### src/rtl/led_pkg.sv
// Shared encodings and register field offsets for the LED driver family.
package led_pkg;

  localparam logic [1:0] LED_MODE_STATIC  = 2'b00;
  localparam logic [1:0] LED_MODE_BLINK   = 2'b01;
  localparam logic [1:0] LED_MODE_PWM     = 2'b10;
  localparam logic [1:0] LED_MODE_BREATHE = 2'b11;

  localparam int LED_DUTY_LSB = 0;
  localparam int LED_BLINK_W  = 16;

endpackage

### src/rtl/led_timebase.sv
// Shared prescaler and PWM timebase: tick every PRESCALE clks, PWM counter
// advancing on tick, and a pulse on the tick where the counter wraps.
module led_timebase #(
  parameter int PWM_BITS = 8,
  parameter int PRESCALE = 100
) (
  input  logic                clk,
  input  logic                resetn,
  output logic                tick,
  output logic                pwm_period_end,
  output logic [PWM_BITS-1:0] pwm_cnt
);

  localparam int                PW       = (PRESCALE > 1) ? $clog2(PRESCALE) : 1;
  localparam logic [PW-1:0]     PRE_LAST = PW'(PRESCALE - 1);
  localparam logic [PWM_BITS-1:0] CNT_LAST = '1;

  logic [PW-1:0]       pre_cnt, pre_nxt;
  logic [PWM_BITS-1:0] cnt_nxt;

  always_comb begin
    pre_nxt = (pre_cnt == PRE_LAST) ? '0 : pre_cnt + 1'b1;
    cnt_nxt = tick ? pwm_cnt + 1'b1 : pwm_cnt;
  end

  // tick/pwm_period_end are decoded from next-state so they are flops that
  // line up exactly with the cycle where pre_cnt sits at its last value.
  always_ff @(posedge clk or negedge resetn) begin
    if (!resetn) begin
      pre_cnt        <= '0;
      pwm_cnt        <= '0;
      tick           <= 1'b0;
      pwm_period_end <= 1'b0;
    end else begin
      pre_cnt        <= pre_nxt;
      pwm_cnt        <= cnt_nxt;
      tick           <= (pre_nxt == PRE_LAST);
      pwm_period_end <= (pre_nxt == PRE_LAST) && (cnt_nxt == CNT_LAST);
    end
  end

endmodule

### src/rtl/led_pwm_ctrl.sv
// Multi-channel LED driver: per-channel static / blink / PWM (and breathe when
// LED_PWM_CTRL_BREATHE_EN is defined; otherwise mode 11 acts as static).
module led_pwm_ctrl
  import led_pkg::*;
#(
  parameter int LED_NUM  = 4,
  parameter int PWM_BITS = 8,
  parameter int PRESCALE = 100
) (
  input  logic               clk,
  input  logic               resetn,
  output logic [LED_NUM-1:0] led,
  output logic               tick,
  output logic               pwm_period_end,
  input  logic [31:0]        led_state,
  input  logic [31:0]        led_mode,
  input  logic [31:0]        led_duty,
  input  logic [31:0]        led_blink
);

  logic [PWM_BITS-1:0]    pwm_cnt, duty_shadow;
  logic [LED_BLINK_W-1:0] blink_hp, blink_cnt;
  logic                   blink_phase, pwm_on;
  logic [LED_NUM-1:0]     led_nxt;
  logic                   unused_bits;

  led_timebase #(
    .PWM_BITS(PWM_BITS),
    .PRESCALE(PRESCALE)
  ) u_timebase (
    .clk(clk),
    .resetn(resetn),
    .tick(tick),
    .pwm_period_end(pwm_period_end),
    .pwm_cnt(pwm_cnt)
  );

  assign blink_hp    = led_blink[LED_BLINK_W-1:0];
  assign pwm_on      = pwm_cnt < duty_shadow;
  assign unused_bits = ^{led_state, led_mode, led_duty, led_blink};

  // Duty only changes at the period boundary so a mid-period write never glitches.
  always_ff @(posedge clk or negedge resetn) begin
    if (!resetn)             duty_shadow <= '0;
    else if (pwm_period_end) duty_shadow <= led_duty[LED_DUTY_LSB +: PWM_BITS];
  end

  always_ff @(posedge clk or negedge resetn) begin
    if (!resetn) begin
      blink_cnt   <= '0;
      blink_phase <= 1'b0;
    end else if (blink_hp == '0) begin
      blink_cnt   <= '0;
      blink_phase <= 1'b0;
    end else if (tick) begin
      if (blink_cnt == blink_hp - 1'b1) begin
        blink_cnt   <= '0;
        blink_phase <= ~blink_phase;
      end else begin
        blink_cnt   <= blink_cnt + 1'b1;
      end
    end
  end

`ifdef LED_PWM_CTRL_BREATHE_EN
  localparam logic [PWM_BITS-1:0] BR_MAX = '1;
  logic [PWM_BITS-1:0] br_level;
  logic                br_down, br_on;

  // Triangle ramp 0..max..0, one step per PWM period.
  always_ff @(posedge clk or negedge resetn) begin
    if (!resetn) begin
      br_level <= '0;
      br_down  <= 1'b0;
    end else if (pwm_period_end) begin
      if (!br_down) begin
        br_level <= br_level + 1'b1;
        if (br_level == BR_MAX - 1'b1) br_down <= 1'b1;
      end else begin
        br_level <= br_level - 1'b1;
        if (br_level == PWM_BITS'(1)) br_down <= 1'b0;
      end
    end
  end

  assign br_on = pwm_cnt < br_level;
`endif

  for (genvar i = 0; i < LED_NUM; i++) begin : g_ch
    logic       s, nxt;
    logic [1:0] mode;
    assign s    = led_state[i];
    assign mode = led_mode[2*i +: 2];
    always_comb begin
      nxt = s;
      case (mode)
        LED_MODE_STATIC:  nxt = s;
        LED_MODE_BLINK:   nxt = s & blink_phase;
        LED_MODE_PWM:     nxt = s & pwm_on;
`ifdef LED_PWM_CTRL_BREATHE_EN
        LED_MODE_BREATHE: nxt = s & br_on;
`else
        LED_MODE_BREATHE: nxt = s;
`endif
      endcase
    end
    assign led_nxt[i] = nxt;
  end

  always_ff @(posedge clk or negedge resetn) begin
    if (!resetn) led <= '0;
    else         led <= led_nxt;
  end

endmodule
### config.mk
export PLATFORM = sky130hd
export DESIGN_NAME = led_pwm_ctrl
export DESIGN_NICKNAME = d
export VERILOG_FILES = /design/src/rtl/led_pkg.sv /design/src/rtl/led_timebase.sv /design/src/rtl/led_pwm_ctrl.sv
export SDC_FILE = /design/constraint.sdc
export NUM_CORES = 1
export LEC_CHECK = 0
export CORE_ASPECT_RATIO = 1.2
export CORE_MARGIN = 2
export CORE_UTILIZATION = 42
export CTS_CLUSTER_SIZE = 12
export DETAILED_ROUTE_END_ITERATION = 10
export PLACE_DENSITY_LB_ADDON = 0.1
export SYNTH_ARGS = -nofsm -noshare
export SYNTH_HDL_FRONTEND = slang
export SYNTH_SLANG_ARGS = --single-unit
export TNS_END_PERCENT = 1
### constraint.sdc
create_clock -name clk -period 2.63 [get_ports clk]
set_input_delay 0.526 -clock clk [delete_from_list [all_inputs] [get_ports clk]]
set_output_delay 0.526 -clock clk [all_outputs]
set_load 0.05 [all_outputs]
Word-level counts from Yosys, hierarchy flattened
Cells that the tools add are included.
{"block": "totals", "out_inout_bits": 6, "ff_bits": 46, "inputBits": 130}
{"block": "classes", "eq_ne": 16, "mux": 12, "n_lt_le_gt_ge": 1, "addsub": 4, "reduce_logical": 13, "n_bitwise": 9}
{"op": "16-bit 2-to-1 mux", "count": 3}
{"op": "16-bit by 1-bit adder with 16-bit output, second input constant", "count": 1}
{"op": "16-bit equality test", "count": 1}
{"op": "2-bit equality test, second input constant", "count": 8}
{"op": "16-bit logical NOT", "count": 1}
{"op": "16-bit by 1-bit subtractor with 16-bit output, second input constant", "count": 1}
{"op": "7-bit equality test, second input constant", "count": 2}
{"op": "1-bit one-hot mux with 3 select lines", "count": 4}
{"op": "8-bit by 1-bit adder with 8-bit output, second input constant", "count": 1}
{"op": "1-bit AND", "count": 8}
{"op": "2-bit by 1-bit equality test with 1-bit output, second input constant", "count": 4}
{"op": "8-bit equality test, second input constant", "count": 1}
{"op": "2-bit logical NOT", "count": 4}
{"op": "8-bit less-than comparator", "count": 1}
{"op": "8-bit 2-to-1 mux", "count": 1}
{"op": "2-bit OR reduction", "count": 4}
{"op": "7-bit by 1-bit adder with 7-bit output, second input constant", "count": 1}
{"op": "7-bit 2-to-1 mux", "count": 1}
{"op": "2-bit nonzero test", "count": 2}
{"op": "1-bit 2-to-1 mux", "count": 3}
{"op": "2-bit AND reduction", "count": 1}
{"op": "1-bit logical AND", "count": 1}
{"op": "1-bit inverter", "count": 1}

Longest topological paths before layout
Gate-level depths: netlist (run 1).
{"block": "depth", "word_depth": 5, "depth_mapped": 9}

By module
Synthesis (run 1) repeated with hierarchy kept, for this count alone.
{"block": "hier_totals", "cells_unflattened": 333, "hier_area_um2": 3263.1}
{"mod": "led_pwm_ctrl", "n_inst": 1, "area_each_um2": 2341.0, "cells_each": 251}
{"mod": "led_timebase", "n_inst": 1, "area_each_um2": 922.1, "cells_each": 82}

Worst setup path after synthesis (run 1)
OpenSTA, ideal clock, no wires.
{"block": "synth_path", "kind": "input-to-reg", "start": "in led_blink[3]", "end": "reg blink_cnt[10]", "required_ps": 2495, "path_slack_ps": -129, "stages": 8, "arrival_ps": 2624, "n_path_buf": 1, "cell_sequence": "buf_4 or4_1 or4_4 xnor2_2 nor4_1 nand4_1 o31ai_4 nor2_1"}
{"block": "synth_between", "elab_chain_cells": 5, "elab_cells_between_ends": 7}
{"element": "start: declaration", "line": "led_pwm_ctrl.sv:18", "text": "input logic [31:0] led_blink"}
{"element": "16-bit by 1-bit subtractor with 16-bit output", "line": "led_pwm_ctrl.sv:56", "text": "if (blink_cnt == blink_hp - 1'b1) begin"}
{"element": "16-bit equality test", "line": "led_pwm_ctrl.sv:56"}
{"element": "16-bit 2-to-1 mux", "line": "led_pwm_ctrl.sv:56"}
{"element": "16-bit 2-to-1 mux", "line": "led_pwm_ctrl.sv:55", "text": "end else if (tick) begin"}
{"element": "16-bit 2-to-1 mux", "line": "led_pwm_ctrl.sv:52", "text": "end else if (blink_hp == '0) begin"}
{"element": "end signal: assignment", "line": "led_pwm_ctrl.sv:60", "text": "blink_cnt <= blink_cnt + 1'b1;"}
{"element": "end: declaration", "line": "led_pwm_ctrl.sv:22", "text": "logic [LED_BLINK_W-1:0] blink_hp, blink_cnt;"}
Parallel ways exist; a longest one is shown, timed or not. The select of a mux whose other input is x is not followed.
A chain may end at the register's enable or synchronous reset.

Worst setup path in the final report (run 1)
{"block": "layout_path", "start": "in led_blink[3]", "end": "reg blink_phase"}
{"block": "layout_between", "elab_chain_cells": 4, "elab_cells_between_ends": 7}
{"element": "16-bit by 1-bit subtractor with 16-bit output", "line": "led_pwm_ctrl.sv:56"}
{"element": "16-bit equality test", "line": "led_pwm_ctrl.sv:56"}
{"element": "2-bit nonzero test (no line)"}
{"element": "2-bit AND reduction (no line)"}
{"element": "end signal: assignment", "line": "led_pwm_ctrl.sv:58", "text": "blink_phase <= ~blink_phase;"}
{"element": "end: declaration", "line": "led_pwm_ctrl.sv:23", "text": "logic blink_phase, pwm_on;"}
Parallel ways exist; a longest one is shown, timed or not.

==> results.md, run 1 <==
- Outcome: finished, final reports clean
- Hold slack: about 0.18 ns
- GPL Wtd Cong: between 0.8 and 0.9
- Clk pin slew, worst setup/hold paths: around 0.090 ns
- Mux contribution to synthesized area: 1.14%
- Share of flip-flops with an asynchronous set or reset: 100%
- Place WS: -0.695 ns
- Via count of the first global-routing pass: around 2500
- CTS Root Buffer Type: clkbuf_8
- Grt ovf: 0
- HP Class: input port to asynchronous set/reset pin
- Synth Area in Simple Gates: 25.6%
- Vias: between 2000 and 3000
- Initial antenna violation count: 0
- Initial Util: between 40% and 50%
- Req. time, crit path: 2.82 ns
- FMAX: between 300 and 400 MHz
- Period utilisation layout: around 100%
- Ys Warns: 0
- Slowest cell delay on critical path: around 0.45 ns
- Total CTS buffers: 5
- Compound-Gate Fraction of Synth Area: 12.1%
- Crit path capture type: register
- Largest family of logic cells by synthesized area: simple AND/OR/NAND/NOR gates
- Width of the chip: between 80 and 90 microns
- Peak supply drop: slightly below 0.0004 V
- Endpoints failing setup: 0
- Post-synth EDFFs: 0
- Avg Cell Area, Syn: 9.31 sq um
- Pin count of the biggest net entering global routing: 47
- Main synth FF type: dfrtp_1
- CP Launch Type: input port
- Max-cap violations: 0
- Diodes inserted: 0
- Sequential element share of the synthesized area: around 39%
- Post-route setup slack: about 0.0013 ns
- Antenna-violating nets left: 0
- Port buffer count: between 40 and 50
- Area of the mapped netlist: slightly below 0.003 sq mm
- Initial DRC count: roughly 110
- Skew final: 0.0133 ns
- CP cell instances: dlygate4sd2_1 -> or4_4 -> or4_4 -> xnor2_2 -> buf_4 -> a211oi_4 -> nand4_2 -> nor3_2 -> mux2_4
- Area share of the largest cell type after synthesis: 38.9%
- IO Pins: approximately 140
- Layout cells sized above 1: approximately 20%
- Die Span Y: around 96 microns
- Vias per Instance: roughly 5.3
- Worst-Margin Slew: 0.562 ns
- DP Wirelength: 5.22 mm
- Mapped Cells: 318
- Fin nets: 554
- Clock buffer depth: 2
- TritonRoute pass-1 iters: 4
- Count of different cell masters after synthesis: 56
- Yosys reg bits: between 40 and 50
- Min Tclk post-route: between 2 and 3 ns
- Switching part of the total: 24.4%
- DR DRC count: 0
- Post-route setup TNS: 0 ns
- Combinational power share: about 16%
- Power Dens Cells: roughly 370 mW/mm^2
- Tot GR Track Use: between 10% and 20%
- Arrival @ worst endpoint: 2.82 ns
- Internal cell power: approximately 1.1 mW
- Post-Synth Adder-Cell Area: between 6 and 7%
- Clock sink count: 46
- RSZ-0062 raised after global routing: true
- Most frequent CP cell: or4_4
- Core Area: just under 0.007 sq mm
- Switching pwr: approximately 360 uW
- Leading cell type in the layout, fill and taps excluded: dfrtp_1
- Clk pwr share: about 36%
- Routed WL: between 6 and 7 mm
- Final Util: approximately 59%
- CTS tree: yes
- Leakage: between 1.5 and 2 nW
- Net Count, Synth: 464
- Wire per inst: roughly 14 microns
- Core Rows: 33
- Max-slew headroom: 62.1%
- WS Path Type: input port to register
- Post-synth top area cell: dfrtp_1
- Pins over their slew limit: 0
- Largest cells by area after synthesis: dfrtp_1 39%, xnor2_1 7.1%, ha_1 6.8%, xor2_1 4.4%, nor2_1 3.7%
- Seq pwr share: 48.6%
- Area grow syn2layout: 35.6%
- Commonest non-fill, non-tap cells in the layout: 46 x dfrtp_1, 42 x buf_4, 30 x clkdlybuf4s50_1
- Slowest CP cell: or4_4
- First-pass GRT wire length: about 11 mm
- Clock H-tree levels: 2
- Post-Synth XOR/XNOR Area: between 10% and 20%
- Final hold violation count: 0
- Clk_lat worst skew: roughly 0.3 ns
- Die ar.: 0.00774 sq mm
- Max Fanout on Critical Path: 2
## final timing paths
path | start | end | slack, ns | cells past startpoint
max | led_blink[3] | blink_phase$_DFFE_PN0P_ | 0.001 | 9
min | resetn | blink_cnt[15]$_DFFE_PN0P_ | 0.18 | 2
max reg2reg | blink_cnt[14]$_DFFE_PN0P_ | blink_phase$_DFFE_PN0P_ | 0.31 | 7
min reg2reg | u_timebase.pre_cnt[0]$_DFF_PN0_ | u_timebase.pre_cnt[0]$_DFF_PN0_ | 0.51 | 1
max in group asynchronous | resetn | led[0]$_DFF_PN0_ | 2.21 | 2
min in group clk | u_timebase.pre_cnt[0]$_DFF_PN0_ | u_timebase.pre_cnt[0]$_DFF_PN0_ | 0.51 | 1
## flip-flops by register name (all words and copies together), names as in the netlist
name	count
u_timebase.tick	1
blink_phase	1
u_timebase.pre_cnt	7
u_timebase.pwm_period_end	1
u_timebase.pwm_cnt	8
blink_cnt	16
led	4
duty_shadow	8
## routing by layer
metal / vias to the layer above / routed length [microns] / track usage, % / share of wire (%)
li1: 1309 / - / - / -
met1: 1260 / 3060 / 24.1 / 44
met2: 46 / 3580 / 33.8 / 51
met3: 7 / 241 / 2.44 / 3.5
met4: 0 / 108 / 6.36 / 1.5
met5: - / 0 / 0 / 0
## cells in the mapped netlist, types with 2 or more instances
cell and n:
a21o_1 2, a21oi_1 8, a31oi_1 5, and3_1 13, clkbuf_1 4, dfrtp_1 46, ha_1 16, inv_1 21
mux2_2 2, nand2_1 26, nand2b_1 6, nand3_1 10, nand3b_1 3, nand4_1 9, nor2_1 29, nor2b_1 3
nor3_1 4, nor3_2 3, nor4_1 10, o21a_1 5, o21ai_0 14, o21ai_1 3, o22ai_1 2, or2_2 2
or3_1 3, or4_1 2, xnor2_1 24, xor2_1 15
## worst max-delay path: cells and delay by family
kind / cells / cell delay [ns]
simple gates: 4 / 1.24
xor+xnor: 1 / 0.17
mux: 1 / 0.32
buf+inv: 2 / 0.40
compound gates: 1 / 0.16
## what timing repair did
item / in CTS / in global routing
gates resized for setup: 23 / 11
cloned: 1 / 0
pin swaps: 10 / 10
setup buffers: 3 / 1
endpoints found under the setup margin: 16 / 16
hold buffers: 0 / 0
## cell type report
type / count / area [sq um]
Inverter: 21 / 78.8
Fill cell: 631 / 2800
Clock buffer: 5 / 68.8
Clock inverter: 3 / 40.0
Timing Repair Buffer: 88 / 796
Sequential cell: 46 / 1150
Tap cell: 87 / 109
Multi-Input combinational cell: 246 / 1770
## power by group through the flow
| stage | Combinational (mW) | Clock [mW] | Sequential, mW |
|---|---|---|---|
| 6_report | 0.230 | 0.524 | 0.713 |
| 5_1_grt | 0.250 | 0.569 | 0.714 |
| 4_1_cts | 0.229 | 0.537 | 0.713 |
| 3_5_place_dp | 0.229 | 0 | 0.727 |
| 3_3_place_gp | 0.227 | 0 | 0.727 |
| 2_1_floorplan | 0.0702 | 0 | 0.746 |
## cell families after synthesis
logic type | after synthesis
DFF | 46
buffers and inverters | 26
AOI/OAI and AO/OA | 53
adders and majority gates | 16
and+or+nand+nor | 134
xor gates and xnor gates | 40
muxes | 3
## through the flow
| step | area (sq um) | std cells | total power, mW |
|---|---|---|---|
| 3_5_place_dp | 3800 | 483 | 0.956 |
| 2_1_floorplan | 2980 | 318 | 0.816 |
| 6_report | 4020 | 496 | 1.47 |
| 5_1_grt | 4020 | 496 | 1.53 |
| 3_3_place_gp | 3800 | 483 | 0.954 |
| 4_1_cts | 3970 | 495 | 1.48 |
Note: power is estimated with default switching activity, not from simulation.
==> run 2, diff against run 1 <==
--- a/config.mk
+++ b/config.mk
@@ -8,6 +8,7 @@
 export CORE_ASPECT_RATIO = 1.2
 export CORE_MARGIN = 2
 export CORE_UTILIZATION = 42
+export CTS_CLUSTER_DIAMETER = 30
 export CTS_CLUSTER_SIZE = 12
 export DETAILED_ROUTE_END_ITERATION = 10
 export PLACE_DENSITY_LB_ADDON = 0.1
==> results of run 2 <==
No change in the layout: final DEF, timing and power equal those of run 1.
==> run 3, diff against run 2 <==
--- a/config.mk
+++ b/config.mk
@@ -12,6 +12,7 @@
 export CTS_CLUSTER_SIZE = 12
 export DETAILED_ROUTE_END_ITERATION = 10
 export PLACE_DENSITY_LB_ADDON = 0.1
+export SKIP_LAST_GASP = 1
 export SYNTH_ARGS = -nofsm -noshare
 export SYNTH_HDL_FRONTEND = slang
 export SYNTH_SLANG_ARGS = --single-unit
==> run 3 against run 2 <==
Compared with the run above: the flow now finishes with violations (setup timing); via count decreased by 0.31%; cell area decreased by 0.16%; cell count decreased by 0.20%; hold slack got worse by 0.0011 ns; core utilization decreased by 0.092 points; total power about the same; critical path type unchanged; largest power group unchanged.
==> results.md, run 3 (synthesized netlist as in run 1, its figures left out) <==
- Crit path capture type: register
- Placed insts: a little under 500
- Layout cells sized above 1: 19.6%
- Initial antenna violation count: 0
- Endpoints failing setup: 9
- Post-route setup TNS: -0.0272 ns
- Routed WL: around 6.9 mm
- Tot Pwr: 1.47 mW
- Power Dens Cells: 366 mW/mm^2
- Largest register FFs: 16
- Post-route setup slack: -0.00818 ns
- Via count of the first global-routing pass: about 2500
- R2r worst-path depth: 7
- Outcome: finished with violations
- Req. time, crit path: about 2.8 ns
- Period utilisation layout: 100%
- Leakage: approximately 1.8 nW
- Finished Layout Cells: about 500
- R2r endpoint: blink_phase$_DFFE_PN0P_
- Grt ovf: 0
- Width of the chip: slightly above 80 microns
- Leading cell type in the layout, fill and taps excluded: dfrtp_1
- First-pass GRT wire length: between 10 and 15 mm
- Max-slew headroom: 63.5%
- Max Fanout on Critical Path: 5
- WS Path Type: input port to register
- Arrival @ worst endpoint: approximately 2.8 ns
- GPL Wtd Cong: 0.813
- Clock buffer depth: 2
- Total CTS buffers: 5
- Min Tclk post-route: 2.64 ns
- CTS Root Buffer Type: clkbuf_8
- IO Pins: around 140
- Die Span Y: around 96 microns
- CP Launch Type: input port
- Peak supply drop: about 0.0004 V
- Clock sink count: 46
- Failing checks: setup timing
- Reg with most FFs: blink_cnt
- Worst r2r src: blink_cnt[14]$_DFFE_PN0P_
- Vias per Instance: approximately 5.3
- Post-CTS Hold Buffers: 0
- HP Class: input port to asynchronous set/reset pin
- Core Rows: 33
- Initial Util: between 40% and 50%
- RSZ-0062 raised after global routing: true
- Top flop regs: blink_cnt (16), duty_shadow (8), u_timebase.pwm_cnt (8)
- Final hold violation count: 0
- Port buffer count: 43
- Slowest CP cell: or4_4
- Clock H-tree levels: 2
- DP Wirelength: between 5 and 6 mm
- Antenna-violating nets left: 0
- CTS tree: yes
- Fin nets: roughly 550
- Clk pin slew, worst setup/hold paths: ~0.1 ns
- Max-cap violations: 0
- FMAX: roughly 380 MHz
- Worst-Margin Slew: roughly 0.54 ns
- Area grow syn2layout: 35.4%
- CP cell instances: buf_6 -> or4_4 -> or4_4 -> xnor2_4 -> nor4_2 -> nand4_1 -> o31ai_4 -> buf_6 -> buf_12 -> nor2_1
- Die ar.: 0.00774 sq mm
- Clk_lat worst skew: 0.30 ns
- Pins over their slew limit: 0
- Worst R2R Setup Slack: between 0.3 and 0.4 ns
- Slowest cell delay on critical path: approximately 0.53 ns
- Skew final: 0.0140 ns
- Hold slack: 0.177 ns
- TritonRoute pass-1 iters: 4
- Wire per inst: 14.0 microns
- Vias: approximately 2600
- DR DRC count: 0
- Initial DRC count: ~110
- Pin count of the biggest net entering global routing: 47
- Tot GR Track Use: a little under a fifth
- Commonest non-fill, non-tap cells in the layout: 46 x dfrtp_1, 40 x buf_4, 29 x nor2_1, 29 x clkdlybuf4s50_1, 26 x nand2_1
- Core Area: between 0.006 and 0.007 sq mm
- Diodes inserted: 0
- Final Util: between 50 and 60%
[run 3: changes by cell type in the layout (fill, tap and decap cells not counted), sizes merged]
cell	delta
clkdlybuf4s15	-1
clkbuf	+1
clkdlybuf4s50	-1
dlymetal6s2s	+1
buf	-1
[run 3: where the power goes]
part           leakage (nW)  internal (mW)  total [mW]  switching [mW]
combinational          1.24          0.118       0.230           0.112
sequential            0.550          0.712       0.713         0.00150
clock                0.0579          0.280       0.526           0.245
total                  1.85           1.11        1.47           0.359
[run 3: timing repair]
item                                    in CTS  in global routing
pin swaps                                   10                 12
gates resized for setup                     20                 15
gates cloned                                 1                  0
endpoints found under the setup margin      16                 16
setup buffers                                3                  1
[run 3: critical path, delay by kind of cell]
kind / cells / cell delay (ns)
AO/OA/AOI/OAI: 1 / 0.27
XOR/XNOR: 1 / 0.15
buffers and inverters: 3 / 0.36
AND/OR/NAND/NOR: 5 / 1.51
[run 3: cell type report]
class	count	area, sq um
flip-flops and latches	46	1150
fillers	638	2800
clock inverters	3	40.0
clock buffers	5	68.8
repair buffers	87	796
well taps	87	109
inverters	21	78.8
multi-input cells	246	1770
[run 3: through the flow]
stage / worst slack [ns] / cell area [sq um]
finish: -0.00818 / 4010
global route: -0.0762 / 4010
CTS: -0.0150 / 3960
detailed placement: -0.695 / 3800
global placement: -0.640 / 3800
floorplan: -0.125 / 2980
[run 3: worst max path at each step]
| stage | start | to | slack (ns) | depth (start not counted) |
|---|---|---|---|---|
| 3_5_place_dp | led_blink[6] | blink_cnt[12]$_DFFE_PN0P_ | -0.70 | 9 |
| 6_report | led_blink[4] | blink_cnt[7]$_DFFE_PN0P_ | -0.008 | 10 |
| 3_3_place_gp | led_blink[6] | blink_cnt[13]$_DFFE_PN0P_ | -0.64 | 9 |
| 2_1_floorplan | led_blink[3] | blink_cnt[10]$_DFFE_PN0P_ | -0.13 | 8 |
| 5_1_grt | led_blink[11] | blink_phase$_DFFE_PN0P_ | -0.08 | 8 |
| 4_1_cts | led_blink[4] | blink_cnt[7]$_DFFE_PN0P_ | -0.01 | 9 |
[run 3: layer usage]
layer	vias up	part of all wire, %	GRT usage, %
met4	0	1.7	6.36
met3	8	3.3	2.44
met5	-	0	0
met2	55	51	33.5
met1	1246	44	24.1
li1	1305	-	-
